[src/rtl/sort_pkg.sv]
// Shared constants for the byte sorter datapath: byte width and FSM state encoding.
package sort_pkg;

  localparam int unsigned BYTE_W = 8;

  // Encoding 2'd3 is unused and decodes as ST_LOAD.
  localparam logic [1:0] ST_LOAD = 2'd0;
  localparam logic [1:0] ST_SORT = 2'd1;
  localparam logic [1:0] ST_OUT  = 2'd2;

endpackage

[src/rtl/comparator_8.sv]
// Unsigned 8-bit magnitude comparator producing mutually exclusive less/equal/greater flags.
module comparator_8
  import sort_pkg::*;
(
  input  logic [BYTE_W-1:0] a,
  input  logic [BYTE_W-1:0] b,
  output logic              lt,
  output logic              eq,
  output logic              gt
);

  assign lt = (a < b);
  assign eq = (a == b);
  assign gt = (a > b);

endmodule

[src/rtl/sort_engine_8.sv]
// Bubble-sort engine: loads DEPTH bytes serially, sorts in place with one compare-and-swap
// per cycle, then streams the block out smallest-first.
module sort_engine_8
  import sort_pkg::*;
#(
  parameter int unsigned DEPTH = 8,
  localparam int unsigned CW = $clog2(DEPTH)
) (
  input  logic              clk,
  input  logic              rst_n,
  input  logic              in_valid,
  input  logic [BYTE_W-1:0] in_data,
  output logic              in_ready,
  output logic              out_valid,
  output logic [BYTE_W-1:0] out_data,
  input  logic              out_ready,
  output logic              busy,
  output logic              done
);

  localparam logic [CW-1:0] LastIdx  = CW'(DEPTH - 1);
  localparam logic [CW-1:0] LastPass = CW'(DEPTH - 2);

  logic [1:0]        state_q, state_d, st;
  logic [CW-1:0]     wr_idx_q, wr_idx_d;
  logic [CW-1:0]     pass_q, pass_d;
  logic [CW-1:0]     j_q, j_d, j_nxt;
  logic [CW-1:0]     rd_idx_q, rd_idx_d;
  logic              swapped_q, swapped_d;
  logic              done_q, done_d;
  logic [BYTE_W-1:0] mem_q [DEPTH];
  logic [BYTE_W-1:0] mem_d [DEPTH];

  logic cmp_lt, cmp_eq, cmp_gt;
  logic unused_cmp;

  assign j_nxt = j_q + 1'b1;

  comparator_8 u_cmp (
    .a  (mem_q[j_q]),
    .b  (mem_q[j_nxt]),
    .lt (cmp_lt),
    .eq (cmp_eq),
    .gt (cmp_gt)
  );

  // Only gt steers the swap; lt/eq stay visible for debug.
  assign unused_cmp = cmp_lt ^ cmp_eq;

  assign st = (state_q == ST_SORT || state_q == ST_OUT) ? state_q : ST_LOAD;

  always_comb begin
    state_d   = state_q;
    wr_idx_d  = wr_idx_q;
    pass_d    = pass_q;
    j_d       = j_q;
    rd_idx_d  = rd_idx_q;
    swapped_d = swapped_q;
    done_d    = 1'b0;
    mem_d     = mem_q;

    case (st)
      ST_SORT: begin
        if (cmp_gt) begin
          mem_d[j_q]   = mem_q[j_nxt];
          mem_d[j_nxt] = mem_q[j_q];
          swapped_d    = 1'b1;
        end
        if (j_q == LastPass - pass_q) begin
          // A pass with no swap means the block is already ordered.
          if (!(swapped_q || cmp_gt) || pass_q == LastPass) begin
            state_d  = ST_OUT;
            rd_idx_d = '0;
            done_d   = 1'b1;
          end else begin
            pass_d    = pass_q + 1'b1;
            j_d       = '0;
            swapped_d = 1'b0;
          end
        end else begin
          j_d = j_nxt;
        end
      end
      ST_OUT: begin
        if (out_ready) begin
          if (rd_idx_q == LastIdx) begin
            state_d  = ST_LOAD;
            rd_idx_d = '0;
          end else begin
            rd_idx_d = rd_idx_q + 1'b1;
          end
        end
      end
      default: begin
        state_d = ST_LOAD;
        if (in_valid) begin
          mem_d[wr_idx_q] = in_data;
          if (wr_idx_q == LastIdx) begin
            wr_idx_d  = '0;
            pass_d    = '0;
            j_d       = '0;
            swapped_d = 1'b0;
            state_d   = ST_SORT;
          end else begin
            wr_idx_d = wr_idx_q + 1'b1;
          end
        end
      end
    endcase
  end

  always_ff @(posedge clk or negedge rst_n) begin
    if (!rst_n) begin
      state_q   <= ST_LOAD;
      wr_idx_q  <= '0;
      pass_q    <= '0;
      j_q       <= '0;
      rd_idx_q  <= '0;
      swapped_q <= 1'b0;
      done_q    <= 1'b0;
    end else begin
      state_q   <= state_d;
      wr_idx_q  <= wr_idx_d;
      pass_q    <= pass_d;
      j_q       <= j_d;
      rd_idx_q  <= rd_idx_d;
      swapped_q <= swapped_d;
      done_q    <= done_d;
    end
  end

  // Storage contents are don't-care after reset, so no reset branch.
  always_ff @(posedge clk) begin
    mem_q <= mem_d;
  end

  assign in_ready  = (st == ST_LOAD);
  assign out_valid = (st == ST_OUT);
  assign busy      = (st == ST_SORT);
  assign done      = done_q;
  assign out_data  = (st == ST_OUT) ? mem_q[rd_idx_q] : '0;

endmodule

[config.mk]
export PLATFORM = sky130hd
export DESIGN_NAME = sort_engine_8
export DESIGN_NICKNAME = d
export VERILOG_FILES = /design/src/rtl/sort_pkg.sv /design/src/rtl/comparator_8.sv /design/src/rtl/sort_engine_8.sv
export SDC_FILE = /design/constraint.sdc
export NUM_CORES = 1
export LEC_CHECK = 0
export CAP_MARGIN = 40
export CORE_UTILIZATION = 35
export DETAILED_ROUTE_END_ITERATION = 8
export SLEW_MARGIN = 30
export SYNTH_ARGS = -nofsm -noshare
export SYNTH_HDL_FRONTEND = slang
export SYNTH_SLANG_ARGS = --single-unit
[constraint.sdc]
create_clock -name clk -period 11.7 [get_ports clk]
set_input_delay 1.755 -clock clk [delete_from_list [all_inputs] [get_ports clk]]
set_output_delay 1.755 -clock clk [all_outputs]
set_load 0.01 [all_outputs]
# Word-level counts from Yosys, hierarchy flattened
# Index checks and enable logic that the tools add are counted.
[totals]
reg_bits = 80
out_inout_bits = 12
elab_cells = 121
[op_classes]
addsub = 5
bitwise_logic = 6
n_reduce_logical = 19
eq_ne = 15
n_lt_le_gt_ge = 8
mux = 53
[ops]
columns = ["op", "count"]
rows = [
  ["$bwmux W64", 3],
  ["$mux W64", 2],
  ["$pmux W64 S2", 1],
  ["$mux W8", 10],
  ["$bmux W8 S3", 3],
  ["$demux W8 S3", 3],
  ["$mux W3", 11],
  ["$pmux W3 S2", 3],
  ["$ge A4 B4 Y1 const B", 4],
  ["$not A3 Y4", 4],
  ["$add A3 B1 Y3 const B", 4],
  ["$lt A4 B1 Y1 const B", 3],
  ["$reduce_and A4 Y1", 3],
  ["$mux W1", 10],
  ["$mux W2", 5],
  ["$ne A2 B1 Y1 const B", 5],
  ["$eq A3 B3 Y1 const B", 3],
  ["$gt A8 B8 Y1", 1],
  ["$reduce_and A3 Y1", 2],
  ["$reduce_bool A2 Y1", 3],
  ["$reduce_and A5 Y1", 1],
  ["$eq A2 B1 Y1 const B", 2],
  ["$eq A2 B2 Y1 const B", 2],
  ["$pmux W2 S2", 1],
  ["12 further kinds", 17],
]

# Depth between registers and ports, before layout
# Gate-level depths: netlist of the first run.
[depth]
ltp_word = 12
ltp_mapped = 16
depth_no_buf = 13

# By module
# A second synthesis of the first run with hierarchy kept.
[hier_totals]
cells_unflattened = 620
hier_area_um2 = 6480.0
[by_module_without_submodules]
columns = ["module", "cells_per_inst", "seq_area_each_um2", "n_inst", "area_each_um2"]
rows = [
  ["sort_engine_8", 591, 2322.2, 1, 6254.7],
  ["comparator_8", 29, 0.0, 1, 225.2],
]

# Least setup slack after synthesis of the first run
# OpenSTA, ideal clock, no wires.
[synth_timing]
path_type = "flip-flop to flip-flop"
from = "register j_q[0]"
to = "register mem_q[48] in the netlist's numbering (enable)"
t_arrival_ns = 3.407
path_slack_ns = 7.906
required_time_ns = 11.314
stages_incl_launch_ff = 12
path_cell_list = "dfrtp_1 ha_1 xor2_2 buf_4 mux4_2 mux2i_1 ha_1 nand4_1 or2_2 o311ai_0 a21boi_1 a211oi_1"
[synth_between]
elab_chain_cells = 8
[synth_lines]
columns = ["item", "line_no", "text"]
rows = [
  ["start: declaration", "sort_engine_8.sv:27", "logic [CW-1:0] j_q, j_d, j_nxt;"],
  ["start signal: assignment", "sort_engine_8.sv:125", "j_q <= j_d;"],
  ["$add A3 B1 Y3", "sort_engine_8.sv:37", "assign j_nxt = j_q + 1'b1;"],
  ["$not A3 Y4 (not written as such)", "sort_engine_8.sv:41", ".b (mem_q[j_nxt]),"],
  ["$bmux W8 S3", "sort_engine_8.sv:41", ""],
  ["$mux W8 (not written as such) (2 in series)", "sort_engine_8.sv:41", ""],
  ["$gt A8 B8 Y1 *", "comparator_8.sv:14", "assign gt = (a > b);"],
  ["$ne A2 B1 Y1 (no line) *", "-", ""],
  ["$reduce_and A3 Y1 (no line) *", "-", ""],
  ["end signal: assignment", "sort_engine_8.sv:134", "mem_q <= mem_d;"],
  ["end: declaration", "sort_engine_8.sv:31", "logic [BYTE_W-1:0] mem_q [DEPTH];"],
]
# Every way passes the cells marked *; elsewhere a longest branch is shown, timed or not. The select of a mux whose other input is x is not followed.
# A chain may end at the register's enable or synchronous reset.

# Final worst setup path of the first run
[layout_timing]
from = "register j_q[0]"
to = "register mem_q[59] in the netlist's numbering (enable)"
# Same word-level chain as after synthesis.

==> results of run 1 <==
per-layer routing:
layer	track usage [%]	up-vias
li1	-	2409
met1	33.4	2693
met2	34.3	311
met3	3.24	29
met4	7.72	0
met5	0	-
state kept, by name, indices dropped and copies added, names as in the netlist:
register / count
done: 1
j_q: 3
mem_q: 64
pass_q: 3
rd_idx_q: 3
state_q: 2
swapped_q: 1
wr_idx_q: 3
power by group through the flow:
stage / Combinational, W / Clock [W] / Sequential, W
final: 0.00128 / 0.000275 / 0.000503
after global routing: 0.00137 / 0.000288 / 0.000512
after floorplan: 0.000963 / 0 / 0.000443
after CTS: 0.00126 / 0.000276 / 0.000501
after detailed placement: 0.00126 / 0 / 0.000507
after global placement: 0.00123 / 0 / 0.000511
per-stage QoR:
stage | instance area, µm² | power (W) | worst slack [ns] | util, % | hold WS [ns]
final | 6980 | 0.00206 | 6.32 | 40.1 | 0.546
after global routing | 6980 | 0.00217 | 6.10 | 40.1 | 0.571
after CTS | 6960 | 0.00204 | 6.45 | 40.0 | 0.549
after detailed placement | 6690 | 0.00176 | 6.44 | 38.4 | 0.533
after global placement | 6660 | 0.00174 | 6.56 | 38.2 | 0.521
after floorplan | 6300 | 0.00141 | 7.91 | - | 0.508
cell families after synthesis:
group	after synthesis	synth area share [%]
AOI/OAI and AO/OA	180	21.5
xor gates and xnor gates	5	1.07
adders and majority gates	18	3.58
buffers and inverters	66	5.25
DFF	80	36.9
muxes	70	16.7
and+or+nand+nor	196	15.1
final cells by class:
class                   count  area [µm²]  area share, %
clock buffers              10         229           3.28
clock inverters             5        48.8          0.699
inverters                  13        48.8          0.699
multi-input cells         469        3660           52.5
flip-flops and latches     80        2330           33.3
well taps                 225         282           4.03
repair buffers             41         380           5.45
Yosys cell counts (all sizes together) (4+ instances only):
| cell type | number |
|---|---|
| o221ai | 39 |
| ha | 18 |
| inv | 13 |
| mux2i | 34 |
| dfrtp | 16 |
| nor2 | 43 |
| nand4 | 4 |
| mux4 | 26 |
| nor3b | 4 |
| a22o | 4 |
| edfxtp | 64 |
| nand2 | 74 |
| nor3 | 9 |
| mux2 | 10 |
| a211oi | 9 |
| a21oi | 19 |
| buf | 40 |
| nor2b | 26 |
| nand3 | 24 |
| o21ai | 46 |
| a221oi | 4 |
| clkbuf | 13 |
| a22oi | 36 |
worst min-delay path by stage:
stage,start,endpoint,slack (ns),cells past startpoint
CTS,state_q[1]$_DFFE_PN0P_,state_q[1]$_DFFE_PN0P_,0.55,1
floorplan,state_q[1]$_DFFE_PN0P_,state_q[1]$_DFFE_PN0P_,0.51,1
global route,state_q[1]$_DFFE_PN0P_,state_q[1]$_DFFE_PN0P_,0.57,1
finish,state_q[1]$_DFFE_PN0P_,state_q[1]$_DFFE_PN0P_,0.55,1
global placement,state_q[1]$_DFFE_PN0P_,state_q[1]$_DFFE_PN0P_,0.52,1
detailed placement,state_q[1]$_DFFE_PN0P_,state_q[1]$_DFFE_PN0P_,0.53,1
worst reg2reg max path: cells and delay by family, from the launching register on:
family,cells,cell delay (ns)
simple gates,4,1.27
buf+inv,3,1.10
fa+ha+maj,2,0.58
compound gates,5,1.77
flops,1,0.34
==> metrics.csv, run 1 <==
stage,metric,value,unit
yosys,part of the Yosys area used for sequential elements,36.9,%
timing,setup TNS,0,ns
setup_path,critical path cell sequence,buf_4 > ha_1 > buf_4 > nor2b_1 > a2bb2oi_1 > nor2_1 > a221o_2 > inv_1 > ha_1 > a211oi_1 > nor2_1 > o311ai_0 > a21boi_1 > nor2_1,
route,uppermost layer routed,met4,
setup_path,reg-to-reg endpoint,mem_q[59]$_DFFE_PP_,
setup_path,worst reg2reg path startpoint,j_q[0]$_DFFE_PN0P_,
route,DRC,0,
cells_and_area,most frequent cells in the layout,"73 x nand2_1, 64 x edfxtp_1, 43 x o21ai_0",
yosys,Yosys top cell by area,edfxtp_1,
placed_design,Placed Cells,827,
timing,final setup fails,0,
timing,clk_skew,0.00681,ns
setup_path,Crit path required time,11.70,ns
die,die height,136,µm
grt,grt ovf,0,
clock_network,hold buffer count at CTS,0,
clock_network,worst skew pair latency,0.33,ns
setup_path,worst setup path startpoint,j_q[0]$_DFFE_PN0P_,
timing,Slew HR,43.2,%
yosys,number of synthesized flops with an enable pin,64,
clock_network,CTS sink cnt,80,
run_status,outcome,finished clean,
route,WL met1,8830,µm
setup_path,CP max stage delay,0.72,ns
cells_and_area,nets@finish,644,
die,die area,18500,µm²
yosys,Seq cells post-synth,80,
clock_network,CTS tree,yes,
setup_path,Slowest cell on crit path,a21boi_1,
setup_path,Startpoint Class,register,
clock_network,post-CTS resize count,0,
min_path,Hold Path Class,register to register,
setup_path,WP buf/inv,3,
yosys,Synth top area share,30.5,%
route,Vias/cell,6.46,
die,Die W,136,µm
placed_design,dpl hpwl,14800,µm
yosys,Mean Syn Cell Area,10.2,µm²
power,NetSw,0.00102,W
die,Core Rows,48,
yosys,Post-synth ARST share,20.0,%
yosys,Netlist cell types,70,
yosys,Mapped Nets,645,
setup_path,"setup slack, reg-to-reg",6.32,ns
cells_and_area,share of cells above drive strength 1,16.0,%
placed_design,I/O Buffers,23,
grt,vias in the first global route,5142,
yosys,ys flop type,edfxtp_1,
power,leakage power,2.31,nW
clock_network,CTS Buf Count,9,
yosys,"top cells by area, synth","edfxtp_1 31%, mux4_2 9.3%, dfrtp_1 6.4%, o221ai_1 5.3%, mux2i_1 5.1%",
grt,initial antenna violation count,0,
clock_network,clock slew at reported path FFs,0.06,ns
die,# IOs,24,
power,Comb power frac,62.2,%
route,mean routed wirelength per cell,24.0,µm
clock_network,clock root buffer,clkbuf_16,
power,Sw Ratio,49.5,%
setup_path,R2R depth,14,
timing,Tcrit/Tclk final,46.0,%
setup_path,Worst path depth,14,
placed_design,GP Congestion,0.904,
clock_network,deepest clock path buffer count,2,
clock_network,H-tree lvl count,3,
timing,worst-margin pin slew,0.851,ns
cells_and_area,"commonest non-fill, non-tap cell in the layout",nand2_1,
cells_and_area,Post-Layout Cell Count,843,
setup_path,Worst path top cell family by delay,compound AO/OA/AOI/OAI gates,
timing,RSZ-0062 raised after global routing,no,
route,WL met2,9090,µm
power,Power Density,295,nW/µm²
setup_path,"most used cell, CP",nor2_1,
setup_path,crit path max fanout,57,
timing,fmax,186,MHz
power,clock power share,13.4,%
route,Pre-Repair DR Iteration Count,5,
route,via count,5442,
cells_and_area,fillcell total,1739,
setup_path,Critical Path AT,5.38,ns
setup_path,Crit. End Element,register,
cells_and_area,Area growth syn-to-layout,10.8,%
die,starting density of the core,36.1,%
grt,first-pass GRT wire length,31700,µm
clock_network,postcts setup bufs,0,
setup_path,worst setup path end,mem_q[59]$_DFFE_PP_,
power,Reg power frac,24.4,%
route,DRC marker count from the first detailed-route iteration,750,
yosys,Mapped Cells,615,
route,Routed WL,20200,µm
route,ANT nets after route,0,
power,Peak VDD IR,0.000145,V
route,met3 WL,1890,µm
grt,largest net degree at the start of global routing,58,
setup_path,critical path class,register to register,
timing,Final min period,5.38,ns
timing,Final Hold Fails,0,
die,core area,17400,µm²
yosys,synth warn,0,
timing,Final Max Slew Viols,0,
yosys,Post-Syn Area,6300,µm²
cells_and_area,# diodes,0,
grt,global-route usage over all layers,22.8,%
flow_run,max capacitance violation total,0,
power,total internal power,0.00104,W
Power figures use the tool's default switching activity.
==> inputs of run 2 (changes only) <==
==> constraint.sdc (replaced) <==
create_clock -name clk -period 4.7 [get_ports clk]
set_input_delay 0.705 -clock clk [delete_from_list [all_inputs] [get_ports clk]]
set_output_delay 0.705 -clock clk [all_outputs]
set_load 0.01 [all_outputs]
==> run 2 against run 1 <==
  * Die area stayed put
  * Utilization increased by 1.8 points
  * Final cell count increased by 3.4%
  * Critical path type unchanged
  * Largest power group unchanged
==> metrics.csv, run 2 (synthesis gave the netlist of run 1 again) <==
stage,metric,value,unit,change
timing,RSZ-0062 raised after global routing,no,,
run_status,outcome,finished clean,,
clock_network,hold buffer count at CTS,0,,unchanged
clock_network,post-CTS resize count,0,,unchanged
clock_network,CTS Buf Count,9,,unchanged
cells_and_area,Area growth syn-to-layout,15.8,%,
route,Routed WL,21500,µm,+6.1%
die,Core Rows,48,,unchanged
setup_path,Critical Path AT,4.43,ns,-0.95 ns
cells_and_area,"commonest non-fill, non-tap cell in the layout",nand2_1,,
cells_and_area,share of cells above drive strength 1,19.9,%,+3.9 points
clock_network,worst skew pair latency,0.34,ns,about the same
flow_run,max capacitance violation total,0,,unchanged
die,die area,18500,µm²,unchanged
route,DRC,0,,unchanged
timing,worst-margin pin slew,0.767,ns,-0.0849 ns
setup_path,Startpoint Class,register,,
timing,Tcrit/Tclk final,92.2,%,+46 points
die,starting density of the core,36.1,%,unchanged
min_path,Hold Path Class,register to register,,
route,mean routed wirelength per cell,24.6,µm,+2.6%
grt,grt ovf,0,,unchanged
die,# IOs,24,,unchanged
timing,fmax,231,MHz,+24%
clock_network,H-tree lvl count,3,,unchanged
placed_design,dpl hpwl,16200,µm,+9.9%
grt,initial antenna violation count,0,,unchanged
power,Peak VDD IR,0.000275,V,+90%
timing,Final Max Slew Viols,0,,unchanged
timing,Slew HR,48.8,%,+5.6 points
setup_path,critical path class,register to register,,
route,DRC marker count from the first detailed-route iteration,755,,+0.67%
cells_and_area,fillcell total,1693,,-2.6%
die,core area,17400,µm²,unchanged
setup_path,Crit. End Element,register,,
setup_path,crit path max fanout,11,,-81%
timing,Final Hold Fails,0,,unchanged
route,Vias/cell,6.42,,-0.50%
clock_network,clock slew at reported path FFs,0.06,ns,about the same
setup_path,critical path cell sequence,ha_1 > mux4_2 > mux2i_1 > ha_1 > a21oi_1 > a21oi_1 > o311ai_0 > a21boi_1 > buf_4 > a211oi_1 > buf_4,,
setup_path,CP max stage delay,0.66,ns,-0.06 ns
power,leakage power,2.48,nW,+7.5%
cells_and_area,max reg flops,64,,unchanged
grt,global-route usage over all layers,23.9,%,+1.0 points
placed_design,I/O Buffers,23,,unchanged
timing,Final min period,4.33,ns,-1.05 ns
clock_network,deepest clock path buffer count,2,,unchanged
cells_and_area,most frequent cells in the layout,"73 x nand2_1, 64 x edfxtp_1, 43 x o21ai_0",,
die,Die W,136,µm,unchanged
cells_and_area,Top reg by flops,mem_q,,
setup_path,Slowest cell on crit path,ha_1,,
placed_design,GP Congestion,1.00,,+11%
placed_design,Placed Cells,854,,+3.3%
timing,setup TNS,0,ns,unchanged
timing,final setup fails,0,,unchanged
power,Power Density,774,nW/µm²,+160%
cells_and_area,# diodes,0,,unchanged
clock_network,clock root buffer,clkbuf_16,,
route,Pre-Repair DR Iteration Count,5,,unchanged
grt,first-pass GRT wire length,32500,µm,+2.4%
timing,clk_skew,0.00683,ns,+0.0000200 ns
grt,largest net degree at the start of global routing,59,,+1.7%
setup_path,Crit path required time,4.79,ns,-6.91 ns
clock_network,postcts setup bufs,0,,unchanged
grt,vias in the first global route,5319,,+3.4%
cells_and_area,nets@finish,672,,+4.3%
clock_network,CTS tree,yes,,
route,ANT nets after route,0,,unchanged
cells_and_area,Post-Layout Cell Count,872,,+3.4%
clock_network,CTS sink cnt,80,,unchanged
route,via count,5601,,+2.9%
die,die height,136,µm,unchanged
## run 2: critical path: cells and delay by family (launching register included)
kind            cells  cell delay, ns
flops               1            0.42
compound gates      5            1.28
mux                 2            0.90
fa+ha+maj           2            0.99
buf+inv             2            0.48
## run 2: layout make-up
| type | instances | area [µm²] | area share, % |
|---|---|---|---|
| Tap cell | 225 | 282 | 3.86 |
| Multi-Input combinational cell | 469 | 3670 | 50.3 |
| Inverter | 13 | 48.8 | 0.669 |
| Sequential cell | 80 | 2330 | 31.9 |
| Clock inverter | 5 | 104 | 1.42 |
| Timing Repair Buffer | 69 | 628 | 8.62 |
| Clock buffer | 11 | 233 | 3.19 |
## run 2: stage by stage
stage / total power, W / setup slack [ns] / util [%] / area [µm²] / hold slack (ns)
finish: 0.00564 / 0.367 / 41.9 / 7290 / 0.555
CTS: 0.00555 / 0.459 / 41.7 / 7270 / 0.554
global placement: 0.00466 / 0.295 / 39.4 / 6870 / 0.533
floorplan: 0.00350 / 0.906 / - / 6300 / 0.409
detailed placement: 0.00474 / 0.451 / 39.8 / 6930 / 0.535
global route: 0.00592 / 0.177 / 41.9 / 7290 / 0.583
## run 2: final timing paths
kind / from / end / slack (ns) / depth (start not counted)
min reg2reg: state_q[1]$_DFFE_PN0P_ / state_q[1]$_DFFE_PN0P_ / 0.56 / 1
min in group asynchronous: rst_n / rd_idx_q[0]$_DFFE_PN0P_ / 0.67 / 1
max: j_q[0]$_DFFE_PN0P_ / mem_q[1]$_DFFE_PP_ / 0.37 / 11
max in group asynchronous: rst_n / rd_idx_q[1]$_DFFE_PN0P_ / 3.60 / 2
max reg2reg: j_q[0]$_DFFE_PN0P_ / mem_q[1]$_DFFE_PP_ / 0.37 / 11
min: state_q[1]$_DFFE_PN0P_ / state_q[1]$_DFFE_PN0P_ / 0.56 / 1
## run 2: power breakdown
group	switching (W)	internal, W	leakage [nW]
logic	0.00212	0.00144	1.50
registers	0.000267	0.00101	0.815
clock network	0.000280	0.000520	0.164
## run 2: metal layers
metal / GRT usage (%) / routed length [µm] / share of wire [%]
met2: 36.1 / 9570 / 45
met1: 33.5 / 8950 / 42
met5: 0 / 0 / 0
met4: 8.64 / 491 / 2.3
met3: 4.92 / 2460 / 11
==> inputs of run 3 (changes only) <==
--- a/config.mk
+++ b/config.mk
@@ -5,6 +5,7 @@
 export SDC_FILE = /design/constraint.sdc
 export NUM_CORES = 1
 export LEC_CHECK = 0
+export ABC_AREA = 1
 export CAP_MARGIN = 40
 export CORE_UTILIZATION = 35
 export DETAILED_ROUTE_END_ITERATION = 8
==> run 3 against run 2 <==
  * Largest cell class unchanged
  * Flip-flop and latch count stayed put
  * Utilization is 1.3 points lower
  * Design area is 5.4% higher
  * Worst hold slack worse by 0.046 ns
  * Total power is 21% lower
  * First-iteration DRC count is 25% higher
  * Global-route usage is 3.1 points higher
==> metrics.csv, run 3 <==
stage,metric,value,unit,change
clock_network,H-tree lvl count,3,,unchanged
timing,Final min period,4.25,ns,-0.0789 ns
timing,Slew HR,50.7,%,+1.9 points
yosys,post-synthesis xor/xnor area fraction,0.383,%,-0.69 points
run_status,outcome,finished clean,,
yosys,Seq cells post-synth,80,,unchanged
die,core area,19000,µm²,+8.8%
timing,setup ws final,0.446,ns,+0.0789 ns
timing,Tcrit/Tclk final,90.5,%,-1.7 points
yosys,"top cells by count, synth","580 x nand2_1, 82 x o21ai_0, 80 x inv_1",,
power,Power Density,577,nW/µm²,-25%
yosys,most numerous cell in the Yosys netlist,nand2_1,,
setup_path,Critical Path AT,4.24,ns,-0.19 ns
yosys,mux cell area share after synthesis,0,%,-17 points
yosys,Post-synth ARST share,20.0,%,unchanged
placed_design,dpl hpwl,19600,µm,+21%
yosys,Mapped Nets,1099,,+70%
timing,setup TNS,0,ns,unchanged
grt,initial antenna violation count,0,,unchanged
yosys,Mapped Cells,1069,,+74%
setup_path,Slowest cell on crit path,nor2_1,,
die,die height,142,µm,+4.3%
cells_and_area,Final Core Density,40.5,%,-1.3 points
yosys,ys flop type,edfxtp_1,,
clock_network,clock root buffer,clkbuf_16,,
placed_design,GP Congestion,0.978,,-2.2%
die,die area,20200,µm²,+8.8%
yosys,Mean Syn Cell Area,6.42,µm²,-37%
grt,vias in the first global route,6440,,+21%
cells_and_area,# diodes,0,,unchanged
die,Die W,142,µm,+4.3%
power,NetSw,0.00228,W,-15%
power,Peak VDD IR,0.000278,V,+1.1%
setup_path,Crit path required time,4.69,ns,-0.10 ns
route,Routed WL,26300,µm,+23%
timing,worst-margin pin slew,0.740,ns,-0.0269 ns
route,ANT nets after route,0,,unchanged
timing,Final Max Slew Viols,0,,unchanged
setup_path,crit path max fanout,27,,+16
power,Reg power frac,29.1,%,+6.4 points
setup_path,"most used cell, CP",nand2_1,,
setup_path,critical path cell sequence,inv_2 > nand3_1 > inv_1 > nand2_1 > o21ai_0 > nor2_1 > nand4_2 > ha_1 > nand2_1 > inv_1 > nand2_1 > nand2_1 > nand2_1 > nand2_1 > nand2_1 > nand2_1 > nand2_1 > nor2_1,,
route,DRC,0,,unchanged
yosys,Yosys top cell by area,nand2_1,,
clock_network,worst skew pair latency,0.36,ns,+0.02 ns
timing,fmax,235,MHz,+1.9%
grt,grt ovf,0,,unchanged
yosys,part of the Yosys area used for sequential elements,33.9,%,-3.0 points
placed_design,I/O Buffers,23,,unchanged
yosys,compound-gate portion of the synthesized area,12.7,%,-8.8 points
setup_path,Crit. End Element,register,,
grt,global-route usage over all layers,27.0,%,+3.1 points
timing,Final Hold Fails,0,,unchanged
clock_network,CTS sink cnt,80,,unchanged
yosys,synth warn,0,,unchanged
grt,largest net degree at the start of global routing,57,,-3.4%
setup_path,CP max stage delay,0.67,ns,about the same
timing,RSZ-0062 raised after global routing,no,,
power,leakage power,3.63,nW,+46%
placed_design,setup slack at placement,0.514,ns,+0.0624 ns
clock_network,postcts setup bufs,0,,unchanged
clock_network,post-CTS resize count,0,,unchanged
clock_network,deepest clock path buffer count,2,,unchanged
clock_network,clock slew at reported path FFs,0.06,ns,about the same
cells_and_area,"commonest non-fill, non-tap cell in the layout",nand2_1,,
timing,final setup fails,0,,unchanged
yosys,Synth top area share,31.7,%,+1.2 points
cells_and_area,nets@finish,1117,,+66%
route,mean routed wirelength per cell,19.5,µm,-21%
cells_and_area,max reg flops,64,,unchanged
cells_and_area,Top reg by flops,mem_q,,
yosys,simple-gate share of the synthesized area,40.5,%,+25 points
clock_network,CTS Buf Count,9,,unchanged
clock_network,hold buffer count at CTS,0,,unchanged
yosys,Netlist cell types,38,,-46%
yosys,number of synthesized flops with an enable pin,64,,unchanged
die,# IOs,24,,unchanged
route,via count,7135,,+27%
yosys,"top cells by area, synth","nand2_1 32%, edfxtp_1 28%, o21ai_0 6.0%, dfrtp_1 5.8%, inv_1 4.4%",,
route,Pre-Repair DR Iteration Count,6,,+1
power,clock power share,16.2,%,+2.0 points
clock_network,CTS tree,yes,,
timing,WHS,0.510,ns,-0.0455 ns
yosys,largest family of logic cells by synthesized area,simple AND/OR/NAND/NOR gates,,
yosys,Post-Syn Area,6860,µm²,+8.9%
die,Core Rows,50,,+4.2%
cells_and_area,share of cells above drive strength 1,7.88,%,-12 points
grt,first-pass GRT wire length,39200,µm,+20%
min_path,Hold Path Class,register to register,,
power,Sw Ratio,51.5,%,+4.1 points
flow_run,max capacitance violation total,0,,unchanged
setup_path,Startpoint Class,register,,
cells_and_area,Area growth syn-to-layout,12.0,%,
route,Vias/cell,5.28,,-18%
setup_path,critical path class,register to register,,
power,total internal power,0.00215,W,-28%
yosys,adder-cell share of the synthesized area,3.28,%,-0.29 points
die,starting density of the core,36.2,%,about the same
power,Comb power frac,54.7,%,-8.4 points
route,DRC marker count from the first detailed-route iteration,944,,+25%
cells_and_area,most frequent cells in the layout,"580 x nand2_1, 82 x o21ai_0, 80 x inv_1",,
timing,clk_skew,0.00753,ns,+0.000703 ns
run 3: cell types whose count changed in the layout (fill, tap and decap cells not counted), moves of 8 or more:
cell	before	now
a21oi_1	17	27
inv_1	13	80
o221ai_1	38	0
nand2_1	73	580
a22oi_1	36	9
mux2i_1	32	0
mux4_2	26	0
buf_4	40	29
nor2b_1	26	0
o21ai_0	43	82
mux2_2	8	0
run 3: layer usage:
metal	global-route usage (%)	routed length (µm)	share of wire (%)	vias up
met4	14.1	1280	4.8	0
met1	36.9	11400	43	3228
met2	39.9	11200	42	381
met3	5.82	2440	9.3	77
li1	-	-	-	3449
met5	0	0	0	-
run 3: layout make-up:
cell class / instances / area, µm²
fill: 2040 / 11300
multi-input combinational: 850 / 3920
sequential: 80 / 2320
timing repair buffer: 54 / 474
inverter: 92 / 345
tap: 260 / 325
clock buffer: 9 / 225
clock inverter: 7 / 70.1
run 3: power by group through the flow:
stage | Clock (W) | Sequential [W] | Combinational (W)
6_report | 0.000716 | 0.00129 | 0.00242
5_1_grt | 0.000747 | 0.00129 | 0.00264
4_1_cts | 0.000725 | 0.00127 | 0.00236
3_5_place_dp | 0 | 0.00128 | 0.00235
3_3_place_gp | 0 | 0.00129 | 0.00234
2_1_floorplan | 0 | 0.00114 | 0.00155
run 3: per-stage QoR:
step	instances	cell area, µm²	power (W)
floorplan	1069	6860	0.00269
global placement	1327	7300	0.00362
detailed placement	1335	7370	0.00363
CTS	1351	7670	0.00435
global route	1352	7680	0.00468
finish	1352	7680	0.00443
run 3: final timing paths:
kind                                         start                 endpoint  slack, ns  cells past startpoint
hold / removal             rd_idx_q[2]$_DFFE_PN0P_  rd_idx_q[2]$_DFFE_PN0P_       0.51                      2
setup / recovery                j_q[0]$_DFFE_PN0P_      mem_q[17]$_DFFE_PP_       0.45                     18
hold reg to reg            rd_idx_q[2]$_DFFE_PN0P_  rd_idx_q[2]$_DFFE_PN0P_       0.51                      2
setup reg to reg                j_q[0]$_DFFE_PN0P_      mem_q[17]$_DFFE_PP_       0.45                     18
max in group asynchronous                    rst_n       j_q[0]$_DFFE_PN0P_       3.66                      2
min in group asynchronous                    rst_n   state_q[0]$_DFFE_PN0P_       0.62                      1
run 3: cell families after synthesis:
logic type | Yosys count
buffers and inverters | 139
adder cells (fa/ha/maj) | 18
XOR/XNOR | 3
flip-flops | 80
AND/OR/NAND/NOR | 677
AO/OA/AOI/OAI | 152
run 3: critical path: cells and delay by family (launching register included):
kind | cells | cell delay, ns
simple gates | 13 | 2.23
flops | 1 | 0.61
buf+inv | 3 | 0.53
fa+ha+maj | 1 | 0.41
compound gates | 1 | 0.09
